[config.mk]
export PLATFORM = sky130hd
export DESIGN_NAME = mac_row_sched
export DESIGN_NICKNAME = d
export VERILOG_FILES = /design/src/rtl/mac_row_sched.sv
export SDC_FILE = /design/constraint.sdc
export NUM_CORES = 1
export LEC_CHECK = 0
export ABC_AREA = 1
export ABC_CLOCK_PERIOD_IN_PS = 3080
export BUFFER_PORTS_ARGS = -buffer_cell sky130_fd_sc_hd__buf_2
export CORE_ASPECT_RATIO = 0.7
export CORE_MARGIN = 5
export CORE_UTILIZATION = 52
export CTS_BUF_LIST = sky130_fd_sc_hd__clkbuf_8
export CTS_CLUSTER_DIAMETER = 120
export DETAILED_ROUTE_END_ITERATION = 10
export GPL_TIMING_DRIVEN = 0
export PLACE_DENSITY = 0.86
export REMOVE_ABC_BUFFERS = 1
export SYNTH_ARGS = -nofsm -noshare
export SYNTH_HDL_FRONTEND = slang
export SYNTH_SLANG_ARGS = --single-unit
[constraint.sdc]
create_clock -name CLK -period 3.08 [get_ports CLK]
set_input_delay 0.462 -clock CLK [delete_from_list [all_inputs] [get_ports CLK]]
set_output_delay 0.462 -clock CLK [all_outputs]
set_load 0.03 [all_outputs]
[src/rtl/mac_row_sched.sv]
// rtl/mac_row_sched.sv - schedules one shared MAC through ROWS dot products of VEC_LEN terms
// Results leave on a valid/ready stream; the next row starts only after the current result is accepted.
module mac_row_sched #(
  parameter int VEC_LEN   = 16,
  parameter int ROWS      = 8,
  parameter int OUT_WIDTH = 20,
  parameter int IA_W      = (VEC_LEN > 1) ? $clog2(VEC_LEN) : 1,
  parameter int WA_W      = (ROWS * VEC_LEN > 1) ? $clog2(ROWS * VEC_LEN) : 1,
  parameter int RA_W      = (ROWS > 1) ? $clog2(ROWS) : 1
) (
  input  logic                 CLK,
  input  logic                 rst_n,
  input  logic                 start,
  output logic                 busy,
  output logic                 done,
  output logic                 rd_en,
  output logic [IA_W-1:0]      in_addr,
  output logic [WA_W-1:0]      w_addr,
  output logic                 mac_enable,
  output logic                 mac_set_sum,
  input  logic [OUT_WIDTH-1:0] mac_out,
  output logic [OUT_WIDTH-1:0] res_data,
  output logic [RA_W-1:0]      res_row,
  output logic                 res_valid,
  input  logic                 res_ready
);

  typedef enum logic [1:0] {S_IDLE, S_RUN, S_FLUSH, S_WAIT} state_t;

  state_t               state_q, state_d;
  logic [IA_W-1:0]      k_q;
  logic [RA_W-1:0]      row_q;
  logic                 done_q;
  logic                 mac_en_q;
  logic                 set_sum_q;
  logic                 res_valid_q;
  logic [OUT_WIDTH-1:0] res_data_q;
  logic [RA_W-1:0]      res_row_q;

  logic last_k;
  logic last_row;
  logic hs;

  assign last_k   = (k_q == IA_W'(VEC_LEN - 1));
  assign last_row = (row_q == RA_W'(ROWS - 1));
  assign hs       = res_valid_q & res_ready;

  always_ff @(posedge CLK) begin
    if (!rst_n) state_q <= S_IDLE;
    else        state_q <= state_d;
  end

  // done_q blocks a start seen in the very cycle the pass is finishing
  always_comb begin
    state_d = state_q;
    case (state_q)
      S_IDLE:  if (start && !done_q) state_d = S_RUN;
      S_RUN:   if (last_k) state_d = S_FLUSH;
      S_FLUSH: state_d = S_WAIT;
      S_WAIT:  if (hs) state_d = last_row ? S_IDLE : S_RUN;
      default: state_d = S_IDLE;
    endcase
  end

  always_ff @(posedge CLK) begin
    if (!rst_n) begin
      k_q         <= '0;
      row_q       <= '0;
      done_q      <= 1'b0;
      mac_en_q    <= 1'b0;
      set_sum_q   <= 1'b0;
      res_valid_q <= 1'b0;
      res_data_q  <= '0;
      res_row_q   <= '0;
    end else begin
      mac_en_q  <= (state_q == S_RUN);
      set_sum_q <= (state_q == S_RUN) && (k_q == '0);
      done_q    <= (state_q == S_WAIT) && hs && last_row;
      if (state_q == S_RUN) k_q <= last_k ? '0 : k_q + IA_W'(1);
      // FLUSH is the cycle the last term's data sits at the MAC input
      if (state_q == S_FLUSH) begin
        res_data_q  <= mac_out;
        res_row_q   <= row_q;
        res_valid_q <= 1'b1;
      end
      if (state_q == S_WAIT && hs) begin
        res_valid_q <= 1'b0;
        row_q       <= last_row ? '0 : row_q + RA_W'(1);
      end
    end
  end

  always_comb begin
    busy        = (state_q != S_IDLE);
    done        = done_q;
    rd_en       = (state_q == S_RUN);
    in_addr     = k_q;
    w_addr      = WA_W'(row_q) * WA_W'(VEC_LEN) + WA_W'(k_q);
    mac_enable  = mac_en_q;
    mac_set_sum = set_sum_q;
    res_data    = res_data_q;
    res_row     = res_row_q;
    res_valid   = res_valid_q;
  end

endmodule

### Yosys cells after proc, flatten, opt, wreduce, memory -nomap -nowiden

Cells that the tools add are included.

* logic and storage cells: 39
* output and inout bits: 40
* memories: 0
* bits in latches: 0
* register bits after elaboration: 36
* ROM bits: 0
* RAM bits: 0

* divide/modulo/power cells: 0
* equal/unequal tests: 8
* $lt $le $gt $ge: 0
* add/subtract/negate cells: 3
* multiply operators: 0
* reductions and logical operators: 10
* bitwise logic cells: 2
* multiplexer cells: 7
* shifts and indexed selects: 0

Operators with widths (number)
* one-hot mux 2 bit (4 select lines): 1
* adder 7 x 4 -> 7 bit: 1
* two-way mux 2 bit: 3
* adder 4 x 1 -> 4 bit, second input constant: 1
* == test 2 bit, second input constant: 2
* == test 4 bit, second input constant: 1
* logical AND 1 bit: 4
* logical NOT 4 bit: 1
* two-way mux 4 bit: 1
* inequality test 2 bit, second input constant: 2
* adder 3 x 1 -> 3 bit, second input constant: 1
* == test 3 bit, second input constant: 1
* two-way mux 3 bit: 1
* AND reduction 3 bit: 1
* == test 2 x 1 -> 1 bit, second input constant: 1
* logical NOT 2 bit: 1
* inequality test 2 x 1 -> 1 bit, second input constant: 1
* nonzero test 2 bit: 1
* OR reduction 2 bit: 1
* bitwise AND 1 bit: 1
* logical NOT 1 bit: 1
* two-way mux 1 bit: 1
* NOT 1 bit: 1

### Longest topological paths before layout

Gate-level depths: netlist of run 1.

* depth after elaboration: 4
* mapped depth: 7
* depth with buffers taken out: 7

### Worst setup path before layout of run 1

No wires, ideal clock.

* path type: register -> output
* start: register state_q[0]
* end: output busy
* slack: 1.766 ns
* cell stages (with the launch flop): 4
* data arrival time: 0.852 ns
* buffers on the path: 0
* path through: dfxtp_1 > inv_1 > ha_1 > inv_1

* word-level cells in the longest chain between the ends: 1

RTL lines
* from (decl): RTL line 30 `state_t state_q, state_d;`
* from (signal assigned): RTL line 50 `else state_q <= state_d;`
* nonzero test 2 bit: RTL line 94 `busy = (state_q != S_IDLE);`
* to (decl): RTL line 14 `output logic busy,`

Every way passes these cells.

### Worst setup path in the final report of run 1

* start: register state_q[0]
* end: register res_data_q[16] (netlist: res_data[16])

* word-level cells in the longest chain between the ends: 1

RTL lines
* == test 2 bit: RTL line 81 `if (state_q == S_FLUSH) begin`
* to (signal assigned): RTL line 82 `res_data_q <= mac_out;`
* to (decl): RTL line 37 `logic [OUT_WIDTH-1:0] res_data_q;`

Every way passes these cells.
A chain may end at the register's enable or synchronous reset.

==> flow_summary.toml, run 1 <==
[cts]
cts_resized = 0
postCtsSetupBuffers = 0
insertion_delay_ps = 290
path_clk_slew_ps = 70
clock_sinks = 36
clock_path_buffers = 2
cts_tree = "built"
cts.root.buffer_cell = "clkbuf_8"
holdBufCountCts = 0
cts_buffers = 5
h-tree-depth = 2

[synth]
yosys_warnings = 0
yosys-top-cells-area = "dfxtp_1 48%, nor2_1 9.5%, o21ai_0 8.3%, ha_1 7.5%, inv_1 4.0%"
synth_edf_count = 0
netlist.top_cell.by_area = "dfxtp_1"
syn_area_um2 = 1510
async_flop_share_pct = 0
synth.most_common_cell = "nor2_1"
ys_types = 22
synth-seq-cells = 36
synth_common_cells = "38 x nor2_1, 36 x dfxtp_1, 25 x o21ai_0, 16 x inv_1, 15 x nand2_1"
avgSynthCellArea_um2 = 8.15
ys_seq_area_share_pct = 47.8
synthFlopType = "dfxtp_1"
netlist.area_leader.share_pct = 47.8
synthCells = 185

[worst_setup_path]
arrival_ps = 2170
crit_path_max_fanout = 27
crit_chain = "inv_1, ha_1, inv_2, nor2_1, nor2_1"
crit_path_start = "state_q[0]$_SDFFE_PN0P_"
timing.rr.start = "state_q[0]$_SDFFE_PN0P_"
critical_path.slowest_cell = "ha_1"
r2r_end = "res_data[16]$_SDFFE_PN0N_"
cp-start-kind = "flip-flop"
cp.required_ps = 3260
rrSetupSlack_ps = 1080
crit_path_end_kind = "flip-flop"
crit_top_cell = "nor2_1"
crit_cells = 5
crit_type = "flip-flop to flip-flop"
crit_end = "res_data[16]$_SDFFE_PN0N_"
slowest_delay_ps = 730
crit_buf_inv = 2
r2r_cells = 5
cp_top_family = "adder cells"

[global_route]
grt_usage_pct = 17.1
antenna_found_initial = 0
overflow = 0
grt_pass1_vias = 1166
grt_pass1_wl_um = 5170
grt_max_degree = 33

[detailed_routing]
postRouteAntennaNets = 0
via_per_inst = 4.67
num_vias = 1307
first_iter_violations = 50
drt-pass1-iter-count = 4
wire_per_inst_um = 11.4
wl_um = 3200
drc = 0

[die]
io_pins = 64
design.core.area_um2 = 2780
dieWidth_um = 74.4
rows = 16
start_util_pct = 54.2
dieArea_um2 = 4090
die-height_um = 55.1

[place]
post-place-ws_ps = 1050
io_buffers = 63
place_congestion = 0.773
dp_hpwl_um = 2290

[timing]
worst_pin_slew_ps = 838
holdWs_ps = 401
fin_crit_ps = 2000
slew_violations = 0
fin_tns_setup_ps = 0
setup_ws_ps = 1080
worst_clock_skew_ps = 4.88
rsz0062_at_grt = "no"
setup_viol = 0
finalHoldViolations = 0
fin_crit_sh_pct = 64.8
clock.fmax_mhz = 501
slew_headroom_pct = 44.2

[power_and_ir_drop]
power_switching_mw = 0.830
internal-power_mw = 1.03
power.leakage_nw = 0.995
clockPowerShare_pct = 18.7
p_per_area_nw_per_um2 = 994
finalPower_mw = 1.86
power_frac_comb_pct = 45.3
seqPwrFrac_pct = 35.9
irDropWorstVdd_v = 0.000579
switching_share_pct = 44.5

[cells_and_area]
layout-drive-gt1-share_pct = 34.0
fin_nets = 277
antennaDiodeCount = 0
multi_input_area_um2 = 634
seq_area_um2 = 721
num-fill-cells = 247
syn_to_final_growth_pct = 24.4

[job]
cap_violations = 0

[outcome]
outcome = "finished clean"

[min_path]
hp-class = "input pin to flip-flop"
==> cell usage in the layout (no fill, tap or decap), drive strengths merged <==
cell type	instances
o21ai	28
clkbuf	7
ha	9
a21oi	10
a211oi	1
inv	17
nor3	1
dfxtp	36
nand3	7
nor2	48
buf	63
nand2	16
nand4	1
==> worst min path at each step <==
| stage | startpoint | end | slack, ps | cells after the start |
|---|---|---|---|---|
| after global routing | mac_out[7] | res_data[7]$_SDFFE_PN0N_ | 400 | 3 |
| after detailed placement | res_data[5]$_SDFFE_PN0N_ | res_data[5]$_SDFFE_PN0N_ | 480 | 2 |
| final | mac_out[7] | res_data[7]$_SDFFE_PN0N_ | 400 | 3 |
| after CTS | mac_out[7] | res_data[7]$_SDFFE_PN0N_ | 400 | 3 |
| after global placement | res_data[5]$_SDFFE_PN0N_ | res_data[5]$_SDFFE_PN0N_ | 470 | 2 |
| after floorplan | rst_n | mac_enable$_SDFF_PN0_ | 580 | 2 |
==> metrics by stage <==
step / std cells / util [%] / instance area [µm²]
floorplan: 174 / - / 1420
global placement: 273 / 63.9 / 1780
CTS: 280 / 67.4 / 1880
finish: 280 / 67.4 / 1880
global route: 280 / 67.4 / 1880
detailed placement: 273 / 63.9 / 1780
==> worst min-delay path, stage by stage <==
cell,delay (ps)
buf_2,80
nor2_2,30
nor2_1,70
==> power groups by stage <==
stage | sequential (mW) | combinational, mW | clock [mW]
after global routing | 0.688 | 0.942 | 0.378
final | 0.670 | 0.845 | 0.349
after detailed placement | 0.679 | 0.853 | 0
after CTS | 0.669 | 0.856 | 0.360
after global placement | 0.676 | 0.840 | 0
after floorplan | 0.929 | 0.358 | 0
==> layer usage <==
layer  track usage [%]  share of wire [%]  wire length (µm)  vias to the layer above
met5                 0                  0                 0                        -
met4              9.76                1.9                61                        0
met3              5.23                8.3               265                        7
met2              25.8                 43              1390                       35
met1              21.9                 46              1490                      562
li1                  -                  -                 -                      703
==> final cells by class <==
class | instances | area share [%]
inverter | 17 | 3.40
multi-input combinational | 121 | 33.8
tap | 36 | 2.40
sequential | 36 | 38.4
timing repair buffer | 63 | 16.8
clock buffer | 7 | 5.14
==> cells by family after synthesis <==
kind of cell,Yosys count,share of synthesized area (%)
flops,36,47.8
fa+ha+maj,9,7.47
buf+inv,28,10.1
compound gates,39,13.1
simple gates,73,21.5
==> sequential cells by signal, indices dropped and copies added, names as in the netlist <==
name and count:
done 1, in_addr 4, mac_enable 1, mac_set_sum 1, res_data 20, res_row 3
res_valid 1, row_q 3, state_q 2
Note: power is estimated with default switching activity, not from simulation.
==> inputs of run 2 (changes only) <==
- ABC_CLOCK_PERIOD_IN_PS: 3080 -> 1600
- CORE_UTILIZATION: 52 -> 44
- PLACE_DENSITY: 0.86 -> 0.78
- clock period: 3.08 -> 1.6 ns (I/O delays scaled with it)
==> run 2 against run 1 <==
Compared with the run above: routed wire length is 1.0% lower; highest routed layer unchanged; global-route usage down 3.2 points; first-iteration DRC count up 68%; die area is 15% higher; clock power is 81% higher; sequential power is 94% higher; largest cell class unchanged; cell count is 4.3% higher; combinational power grew 95%.
==> flow_summary.toml, run 2 (synthesized netlist as in run 1, its figures left out) <==
[outcome]
outcome = "finished clean"

[cells_and_area]
fin_nets = 277
antennaDiodeCount = 0
syn_to_final_growth_pct = 26.2
num-fill-cells = 298
largest_register_ffs = 20
final_common_cell = "buf_2"
final_cell_mix = "63 x buf_2, 38 x nor2_1, 34 x dfxtp_1"
layout-drive-gt1-share_pct = 35.1
stdcell_count = 292
final_util_pct = 59.3

[worst_setup_path]
cp-start-kind = "flip-flop"
crit_path_max_fanout = 5
crit_type = "flip-flop to output port"
arrival_ps = 1250
crit_path_end_kind = "output port"
cp.required_ps = 1360

[place]
dp.cells = 284
dp_hpwl_um = 2210
place_congestion = 0.795
io_buffers = 63

[timing]
clock.fmax_mhz = 671
finalHoldViolations = 0
slew_violations = 0
holdWs_ps = 185
fin_crit_ps = 1490
fin_crit_sh_pct = 93.2
slew_headroom_pct = 68.0
setup_viol = 0
fin_tns_setup_ps = 0
worst_pin_slew_ps = 480
rsz0062_at_grt = "no"
worst_clock_skew_ps = 5.70

[global_route]
overflow = 0
grt_pass1_wl_um = 5200
grt_pass1_vias = 1144
antenna_found_initial = 0
grt_usage_pct = 14.0
grt_max_degree = 33

[detailed_routing]
first_iter_violations = 84
num_vias = 1302
postRouteAntennaNets = 0
via_per_inst = 4.46
drc = 0
drt-pass1-iter-count = 4
wire_per_inst_um = 10.8
wl_um = 3170

[die]
dieArea_um2 = 4720
design.core.area_um2 = 3210
die-height_um = 59.0
start_util_pct = 46.9
rows = 17
io_pins = 64
dieWidth_um = 80.0

[power_and_ir_drop]
irDropWorstVdd_v = 0.00101
finalPower_mw = 3.59
p_per_area_nw_per_um2 = 1890
power.leakage_nw = 0.999

[cts]
path_clk_slew_ps = 70
h-tree-depth = 2
cts_tree = "built"
insertion_delay_ps = 280
clock_sinks = 36
clock_path_buffers = 2
cts.root.buffer_cell = "clkbuf_8"
cts_buffers = 5

[job]
cap_violations = 0

[min_path]
hp-class = "input pin to flip-flop"
[run 2: changes by cell type in the layout (fill, tap and decap cells not counted), moves of 2 or more]
cell / previous run / this run
ha_1: 9 / 7
dfxtp_1: 36 / 34
inv_1: 16 / 18
dfxtp_2: 0 / 2
[run 2: area by class of cell]
class                      instances  area, µm²  area share, %
clock buffer                       6       82.6           4.34
clock inverter                     2       7.51          0.394
inverter                          17       66.3           3.48
multi-input combinational        121        649           34.1
sequential                        36        723           38.0
tap                               47       58.8           3.09
timing repair buffer              63        315           16.6
[run 2: what timing repair did]
action,in CTS,in global routing
endpoints found under the setup margin,23,7
hold endpoints to repair,0,0
setup buffers,0,0
hold buffers,0,0
resized for setup,2,5
[run 2: per-layer routing]
metal  up-vias  GRT usage [%]  wire [µm]
met2        53           20.9       1360
met3         4           4.86        291
li1        701              -          -
met5         -              0          0
met1       544           18.4       1480
met4         0           5.78         38
[run 2: path summary, 6_finish.rpt]
| check | startpoint | to | slack [ps] | depth (start not counted) |
|---|---|---|---|---|
| worst min-delay path | mac_out[0] | res_data[0]$_SDFFE_PN0N_ | 190 | 3 |
| worst max register to register | state_q[0]$_SDFFE_PN0P_ | res_row[2]$_SDFFE_PN0N_ | 260 | 5 |
| worst max-delay path | state_q[1]$_SDFFE_PN0P_ | rd_en | 110 | 3 |
| worst min register to register | res_data[1]$_SDFFE_PN0N_ | res_data[1]$_SDFFE_PN0N_ | 490 | 2 |
[run 2: report_power, final]
part           internal (mW)  switching, mW  leakage (nW)  total [mW]
clock                  0.338          0.293        0.0538       0.631
combinational          0.479           1.18         0.650        1.65
sequential              1.16          0.148         0.295        1.30
[run 2: critical path, stage by stage (launching register included)]
cell and delay [ps]:
dfxtp_2 350, inv_1 140, ha_2 270, buf_2 220
[run 2: stage by stage]
stage / setup slack (ps) / cell area, µm²
detailed placement: -389 / 1790
finish: 110 / 1900
floorplan: 63.9 / 1420
global placement: -406 / 1790
global route: 44.1 / 1900
CTS: 5.69 / 1900
